`config.mk`:
```
export PLATFORM = sky130hd
export DESIGN_NAME = io_terminal_interface
export DESIGN_NICKNAME = d
export VERILOG_FILES = /design/src/rtl/io_terminal_interface.sv
export SDC_FILE = /design/constraint.sdc
export NUM_CORES = 1
export LEC_CHECK = 0
export CAP_MARGIN = 20
export CORE_ASPECT_RATIO = 0.75
export CORE_MARGIN = 2
export CORE_UTILIZATION = 45
export CTS_CLUSTER_DIAMETER = 60
export DETAILED_ROUTE_END_ITERATION = 10
export PLACE_DENSITY = 0.72
export SYNTH_ARGS = -nofsm -noshare
export SYNTH_HDL_FRONTEND = slang
export SYNTH_SLANG_ARGS = --single-unit
export TNS_END_PERCENT = 1
```
`constraint.sdc`:
```
create_clock -name i_clk -period 5.74 [get_ports i_clk]
set_input_delay 0.574 -clock i_clk [delete_from_list [all_inputs] [get_ports i_clk]]
set_output_delay 0.574 -clock i_clk [all_outputs]
set_load 0.005 [all_outputs]
```
`src/rtl/io_terminal_interface.sv`:
```
// Terminal I/O flags for the basic computer: keyboard bytes queue into INPR/FGI,
// OUT bytes are held in OUTR and handed to the printer, with FGO reporting when OUTR is free.
module io_terminal_interface #(
   parameter int KBD_DEPTH = 4,
   parameter int PRN_GAP   = 3
) (
   input  logic       i_clk,
   input  logic       i_rst_n,
   input  logic [7:0] i_kbd_data,
   input  logic       i_kbd_valid,
   output logic       o_kbd_ready,
   input  logic       i_inp_ack,
   output logic [7:0] o_inpr,
   output logic       o_fgi,
   input  logic       i_out_ld,
   input  logic [7:0] i_ac_low,
   output logic       o_fgo,
   output logic [7:0] o_prn_data,
   output logic       o_prn_valid,
   input  logic       i_prn_ready,
   input  logic       i_ien,
   output logic       o_irq,
   output logic [7:0] o_drop_cnt
);
   localparam int PW = $clog2(KBD_DEPTH);
   localparam int CW = $clog2(KBD_DEPTH + 1);
   localparam int GW = (PRN_GAP > 0) ? $clog2(PRN_GAP + 1) : 1;

   typedef enum logic [1:0] {S_IDLE, S_SEND, S_GAP} state_t;

   logic [7:0]    r_mem [KBD_DEPTH];
   logic [PW-1:0] r_wr_ptr;
   logic [PW-1:0] r_rd_ptr;
   logic [CW-1:0] r_count;
   logic          w_fgi;
   logic          w_kbd_ready;
   logic          w_push;
   logic          w_pop;

   state_t        r_state;
   state_t        w_state_next;
   logic [7:0]    r_outr;
   logic [GW-1:0] r_gap_cnt;
   logic          w_fgo;
   logic          w_prn_valid;

   logic [7:0]    r_drop_cnt;
   logic [1:0]    w_drop_inc;
   logic [8:0]    w_drop_sum;

   // Keyboard FIFO; pointers wrap naturally because depth is a power of two
   assign w_fgi       = (r_count != '0);
   assign w_kbd_ready = (r_count != CW'(KBD_DEPTH));
   assign w_push      = i_kbd_valid & w_kbd_ready;
   assign w_pop       = i_inp_ack & w_fgi;

   always_ff @(posedge i_clk) begin
      if (w_push)
         r_mem[r_wr_ptr] <= i_kbd_data;
   end

   always_ff @(posedge i_clk or negedge i_rst_n) begin
      if (!i_rst_n) begin
         r_wr_ptr <= '0;
         r_rd_ptr <= '0;
         r_count  <= '0;
      end else begin
         if (w_push)
            r_wr_ptr <= r_wr_ptr + PW'(1);
         if (w_pop)
            r_rd_ptr <= r_rd_ptr + PW'(1);
         case ({w_push, w_pop})
            2'b10:   r_count <= r_count + CW'(1);
            2'b01:   r_count <= r_count - CW'(1);
            default: r_count <= r_count;
         endcase
      end
   end

   // Printer FSM: state register
   always_ff @(posedge i_clk or negedge i_rst_n) begin
      if (!i_rst_n) begin
         r_state   <= S_IDLE;
         r_outr    <= 8'h00;
         r_gap_cnt <= '0;
      end else begin
         r_state <= w_state_next;
         if (r_state == S_IDLE && i_out_ld)
            r_outr <= i_ac_low;
         if (r_state == S_SEND && i_prn_ready)
            r_gap_cnt <= GW'(PRN_GAP);
         else if (r_state == S_GAP)
            r_gap_cnt <= r_gap_cnt - GW'(1);
      end
   end

   // Printer FSM: next state
   always_comb begin
      w_state_next = r_state;
      case (r_state)
         S_IDLE:  if (i_out_ld) w_state_next = S_SEND;
         S_SEND:  if (i_prn_ready) w_state_next = (PRN_GAP == 0) ? S_IDLE : S_GAP;
         S_GAP:   if (r_gap_cnt == GW'(1)) w_state_next = S_IDLE;
         default: w_state_next = S_IDLE;
      endcase
   end

   // Printer FSM: outputs
   always_comb begin
      w_fgo       = 1'b0;
      w_prn_valid = 1'b0;
      case (r_state)
         S_IDLE:  w_fgo = 1'b1;
         S_SEND:  w_prn_valid = 1'b1;
         default: ;
      endcase
   end

   // Both an ignored INP and an ignored OUT in one cycle count twice
   assign w_drop_inc = {1'b0, i_inp_ack & ~w_fgi} + {1'b0, i_out_ld & ~w_fgo};
   assign w_drop_sum = {1'b0, r_drop_cnt} + {7'b0, w_drop_inc};

   always_ff @(posedge i_clk or negedge i_rst_n) begin
      if (!i_rst_n)
         r_drop_cnt <= 8'h00;
      else
         r_drop_cnt <= w_drop_sum[8] ? 8'hFF : w_drop_sum[7:0];
   end

   assign o_kbd_ready = w_kbd_ready;
   assign o_fgi       = w_fgi;
   assign o_inpr      = w_fgi ? r_mem[r_rd_ptr] : 8'h00;
   assign o_fgo       = w_fgo;
   assign o_prn_data  = r_outr;
   assign o_prn_valid = w_prn_valid;
   assign o_irq       = i_ien & (w_fgi | w_fgo);
   assign o_drop_cnt  = r_drop_cnt;

endmodule

```
# --- Word-level counts from Yosys, hierarchy flattened ---
# Memory sizes are Yosys's and may differ from the RTL's.
# Cells that the tools add are included.
word_totals:
  reg_bits: 27
  ramBits: 32
  input_bits: 23
  out_inout_bits: 29
  elab_cells: 52
  memories: 1
mem_list:
  columns: ["name", "depth", "word_bits", "read_ports", "rd_ports_with_merged_regs", "write_ports", "line", "text"]
  rows:
  - ["r_mem", 4, 8, 1, 0, 1, "31", "logic [7:0] r_mem [KBD_DEPTH];"]
classes:
  n_addsub: 7
  n_eq_ne: 9
  muxes: 13
  bitwise: 8
  n_reduce_logical: 7
op_table:
  columns: ["operator", "n"]
  rows:
  - ["2-to-1 mux 8 bit", 2]
  - ["2-to-1 mux 2 bit", 5]
  - ["adder 8 x 2 -> 9 bit", 1]
  - ["equality test 2 x 1 -> 1 bit (second input constant)", 3]
  - ["one-hot mux 2 bit (3 select lines)", 1]
  - ["one-hot mux 3 bit (2 select lines)", 1]
  - ["bitwise AND 1 bit", 5]
  - ["adder 2 x 1 -> 2 bit (second input constant)", 2]
  - ["equality test 2 bit (second input constant)", 2]
  - ["2-to-1 mux 1 bit", 4]
  - ["inequality test 2 bit (second input constant)", 2]
  - ["nonzero test 2 bit", 2]
  - ["adder 3 x 1 -> 3 bit (second input constant)", 1]
  - ["inequality test 3 bit (second input constant)", 1]
  - ["AND reduction 3 bit", 1]
  - ["nonzero test 3 bit", 1]
  - ["subtractor 3 x 1 -> 3 bit (second input constant)", 1]
  - ["adder 1 x 1 -> 2 bit", 1]
  - ["logical AND 1 bit", 2]
  - ["logical NOT 2 bit", 1]
  - ["inequality test 2 x 1 -> 1 bit (second input constant)", 1]
  - ["NOT 1 bit", 2]
  - ["subtractor 2 x 1 -> 2 bit (second input constant)", 1]
  - ["bitwise OR 1 bit", 1]

# --- Longest topological paths before layout ---
depth:
  word_depth: 7
  ltp_mapped: 9

# --- Least setup slack after synthesis ---
# No wires, ideal clock.
synth_timing:
  path_kind: "reg2reg"
  startpoint: "register r_count[2]"
  endpoint: "register r_drop_cnt[6] (netlist: o_drop_cnt[6])"
  t_arrival_ns: 2.017
  required_ns: 5.652
  path_slack_ns: 3.635
  stages_incl_launch_ff: 9
  n_path_buf: 2
  synth_period_minus_slack_ns: 2.105
  path_cell_list: "dfrtp_1 -> or3_2 -> clkbuf_1 -> nor2_1 -> fa_1 -> and4_1 -> buf_2 -> a31oi_1 -> a41oi_1"
synth_via:
  elab_chain_len: 6
synth_rtl:
  columns: ["element", "line", "text"]
  rows:
  - ["start: declaration", "34", "logic [CW-1:0] r_count;"]
  - ["start signal: assignment", "73", "2'b10: r_count <= r_count + CW'(1);"]
  - ["start signal: assignment", "74", "2'b01: r_count <= r_count - CW'(1);"]
  - ["start signal: assignment", "75", "default: r_count <= r_count;"]
  - ["nonzero test 3 bit", "52", "assign w_fgi = (r_count != '0);"]
  - ["net o_fgi", "14", "output logic o_fgi,"]
  - ["NOT 1 bit", "120", "assign w_drop_inc = {1'b0, i_inp_ack & ~w_fgi} + {1'b0, i_out_ld & ~w_fgo};"]
  - ["bitwise AND 1 bit", "120", null]
  - ["adder 1 x 1 -> 2 bit", "120", null]
  - ["adder 8 x 2 -> 9 bit", "121", "assign w_drop_sum = {1'b0, r_drop_cnt} + {7'b0, w_drop_inc};"]
  - ["2-to-1 mux 8 bit", "127", "r_drop_cnt <= w_drop_sum[8] ? 8'hFF : w_drop_sum[7:0];"]
  - ["end signal: assignment", "127", null]
  - ["end: declaration", "47", "logic [7:0] r_drop_cnt;"]
# The timed path passes the listed nets, and every way through them passes these cells.
# A chain may end at the register's enable or synchronous reset.

# --- Final worst setup path ---
layout_timing:
  startpoint: "register r_rd_ptr[0]"
  endpoint: "output o_inpr[5]"
layout_via:
  elab_chain_len: 2
layout_rtl:
  columns: ["element", "line", "text"]
  rows:
  - ["start: declaration", "33", "logic [PW-1:0] r_rd_ptr;"]
  - ["start signal: assignment", "71", "r_rd_ptr <= r_rd_ptr + PW'(1);"]
  - ["memory (4 x 8 bit)", null, null]
  - ["2-to-1 mux 8 bit", "132", "assign o_inpr = w_fgi ? r_mem[r_rd_ptr] : 8'h00;"]
  - ["end: declaration", "13", "output logic [7:0] o_inpr,"]
# No other way between the ends.

==> results.md <==
Drt:
- The via count of the routed design is ~1500.
- The average detailed-routed wire length per instance is about 17 microns.
- The count of nets left with antenna violations once routing finished came out at 0.
- The detail-routed via count per cell is 5.147.
- The number of violations reported at the end of detailed-routing iteration 0 is 100.
- The post-route DRC violation count is 0.
- For this run, the detailed router's first-pass iteration total came to 4.
- The total routed wirelength is between 4 and 5 mm.

Die:
- The initialized floorplan defines 23 standard-cell rows.
- The horizontal die dimension is between 90 and 100 microns.
- The area of the core is 5381 sq um.
- The floorplan step defined a die boundary enclosing between 6000 and 7000 sq um.
- The die span in y is a little under 70 microns.
- Once the floorplan was initialized, standard cells occupied 46.73% of the core.
- The I/O pin count is 52.

Setup path:
- The worst setup path is captured at a primary output.
- Data on the critical path arrives at its endpoint at roughly 2200 ps.
- The largest fanout on the critical path is 10.
- Setup slack on the worst reg-to-reg path comes out at approximately 3400 ps.
- The kind of start point of the critical path is a flop.
- The start-to-end type of the worst setup path is reg -> out.
- The data required time at the worst endpoint is 5170 ps.

Timing:
- Static timing analysis puts the maximum clock frequency at between 300 and 400 MHz.
- Setup repair after global routing left no endpoint under its margin.
- The post-route fraction of the period consumed by the critical path is between 40 and 50%.
- Setup violations remaining at the end of the flow were counted as 0.
- The hold violation count in the final report is 0.
- The worst clock skew on the final layout is 6.536 ps.
- For the pin with the worst max-slew slack, the measured transition is 679.7 ps.
- The worst path needs 2818 ps of the cycle, external delays included.
- The worst pin sits at a relative slew slack of between 50% and 60%.
- Summed over all failing endpoints, the final setup total negative slack is 0 ps.
- The count of final max-slew check failures is 0.

Synthesis:
- By area the synthesized netlist is led by sky130_fd_sc_hd__edfxtp_1, sky130_fd_sc_hd__dfrtp_1, sky130_fd_sc_hd__mux4_2, sky130_fd_sc_hd__mux2_2, sky130_fd_sc_hd__ha_1.
- The number of distinct standard cells referenced by the synthesized netlist is 35.
- The number of instances in the synthesized netlist is approximately 160.
- The top cell type by total area after synthesis is sky130_fd_sc_hd__edfxtp_1.
- The post-synthesis net count is approximately 190.
- The number of storage elements in the synthesis netlist is ~60.
- The number of synthesized flops with an enable pin is 32.
- The post-synthesis area per instance is between 15 and 20 sq um.
- For this run, the number of Yosys warnings is 0.
- The synthesized design devotes to its leading area cell type between 30% and 40% of total area.
- The most common cell in the synthesized netlist is sky130_fd_sc_hd__edfxtp_1.
- The most used flip-flop cell after synthesis is sky130_fd_sc_hd__edfxtp_1.
- Summing every instance area after synthesis gives approximately 2500 sq um.
- The part of the Yosys area used for sequential elements is about two thirds.
- In the synthesized netlist, the cells that appear most often are sky130_fd_sc_hd__edfxtp_1, sky130_fd_sc_hd__dfrtp_1, sky130_fd_sc_hd__and2_1, sky130_fd_sc_hd__inv_1.
- The async set-reset flop share out of synthesis is 45.76%.

Final layout:
- Relative to the synthesized area, the layout overhead comes to 32.49%.
- 0 antenna diodes ended up in the layout.
- The final cell count without fillers is between 200 and 300.
- The final net count is 250.
- The share of cells above drive strength 1 is 17.41%.

Clock tree:
- The cell chosen for the clock root is sky130_fd_sc_hd__clkbuf_8.
- The CTS tree is built.
- The longest clock path from root to sink contains 2 buffers.
- After clock tree synthesis, the setup repair step added 0 buffers.
- In this run the number of H-tree levels came out at 3.
- The clock drives between 50 and 60 sinks.
- Clock-pin slew was measured on the worst setup and hold paths at around 60 ps.
- For this design, the CTS-stage hold fixing added 0 buffers.
- In this run, post-CTS repair resized a total of 0 instances.
- The number of clock buffers added by TritonCTS is 9.
- At the later pin of the worst-skew pair, clock insertion delay measures ~330 ps.

Global routing:
- Summed over all layers, the global routing overflow is 0.
- The initial antenna violation count is 0.
- The number of global-route vias before repair was ~1600.
- The total track usage is between 10% and 20%.
- The first global-routing pass estimated slightly above 8 mm of wire.
- Entering global routing, the biggest net connects 15 pins.

Placed design:
- The detailed placement HPWL is 3.627 mm.
- The placer's final routability congestion estimate is between 0.7 and 0.8.
- Counting tap cells, the placed design contains a total of between 200 and 300 instances.
- The count of input and output buffers is slightly above 50.

Power:
- In this run the power density over the cells is roughly 540 nW/um^2.
- VDD sags by at most around 0.23 mV.
- In this run the static leakage power is roughly 1.3 nW.

Job:
- Across the run, the number of max-cap violations was 0.

Status:
- The run finished with clean final reports.

Worst hold path:
- The path class of the tightest hold or removal check is reg -> reg.
[layer usage]
metal	track usage (%)	share of wire [%]	wire length, microns
met3	7.826	5.0	247
met2	31.95	54	2664
met5	0	0	0
met4	8.269	1.1	56
met1	19.75	40	2001
[through the flow]
step / hold WS [ps] / power (mW) / area [sq um] / util, % / setup slack, ps
final: 509.6 / 1.813 / 3332 / 61.92 / 2922
after global routing: 519.8 / 1.936 / 3332 / 61.92 / 2778
after CTS: 506.3 / 1.833 / 3332 / 61.92 / 2883
after detailed placement: 494.3 / 1.392 / 3100 / 57.61 / 3262
after global placement: 465.0 / 1.340 / 3085 / 57.34 / 3278
after floorplan: 278.4 / 1.054 / 2515 / - / 3635
[cell type report]
class | count | area [sq um]
fillers | 411 | 2049
inverters | 9 | 33.78
multi-input cells | 88 | 810.8
flip-flops and latches | 59 | 1637
clock inverters | 6 | 103.9
well taps | 75 | 93.84
repair buffers | 52 | 525.5
clock buffers | 10 | 127.6
[layout by cell type, fill, tap and decap left out, types with 2 or more instances in the layout]
cell type,n
sky130_fd_sc_hd__clkdlybuf4s50_1,51
sky130_fd_sc_hd__edfxtp_1,32
sky130_fd_sc_hd__dfrtp_1,27
sky130_fd_sc_hd__and2_1,11
sky130_fd_sc_hd__inv_1,9
sky130_fd_sc_hd__clkbuf_8,9
sky130_fd_sc_hd__mux4_2,8
sky130_fd_sc_hd__mux2_2,8
sky130_fd_sc_hd__ha_1,6
sky130_fd_sc_hd__nor2_1,5
sky130_fd_sc_hd__nor2b_1,4
sky130_fd_sc_hd__a21oi_1,4
sky130_fd_sc_hd__xnor2_1,4
sky130_fd_sc_hd__nand2_1,4
sky130_fd_sc_hd__and3_2,4
sky130_fd_sc_hd__nand3_1,3
sky130_fd_sc_hd__o21ai_0,3
sky130_fd_sc_hd__xor2_1,3
sky130_fd_sc_hd__bufinv_16,3
sky130_fd_sc_hd__a31oi_1,2
sky130_fd_sc_hd__o21a_1,2
sky130_fd_sc_hd__nand2b_1,2
sky130_fd_sc_hd__o221ai_1,2
sky130_fd_sc_hd__fa_1,2
sky130_fd_sc_hd__clkinv_2,2
[cell families (layout without fill, tap and decap cells)]
group	Yosys count	in the layout	share of synthesized area [%]
AOI/OAI and AO/OA	16	16	4.179
xor gates and xnor gates	7	7	2.438
adders and majority gates	8	8	4.577
buffers and inverters	16	77	2.686
DFF	59	59	65.07
muxes	18	18	11.74
and+or+nand+nor	39	39	9.304
[where the power goes]
part           leakage (nW)  switching (mW)  internal [mW]
clock network         0.118           0.153          0.285
registers             0.613           0.126          0.592
logic                 0.576           0.242          0.415
total                  1.31           0.520           1.29
[critical path, stage by stage (launching register included)]
cell                              delay (ps)
sky130_fd_sc_hd__dfrtp_1                 700
sky130_fd_sc_hd__mux4_2                  590
sky130_fd_sc_hd__and2_1                  170
sky130_fd_sc_hd__clkdlybuf4s50_1         450
[state kept, by name, indices dropped and copies added, names as in the netlist]
| register | count |
|---|---|
| r_mem | 32 |
| o_drop_cnt | 8 |
| o_prn_data | 8 |
| r_count | 3 |
| r_gap_cnt | 2 |
| r_rd_ptr | 2 |
| r_state | 2 |
| r_wr_ptr | 2 |
[final timing paths]
kind	start	to	cells past startpoint
max	r_rd_ptr[0]	o_inpr[5]	3
min	r_count[2]	r_count[2]	1
max reg2reg	r_count[2]	o_drop_cnt[2]	6
min reg2reg	r_count[2]	r_count[2]	1
max in group asynchronous	i_rst_n	r_wr_ptr[0]	2
min in group asynchronous	i_rst_n	o_prn_data[2]	1
Power figures use the tool's default switching activity.
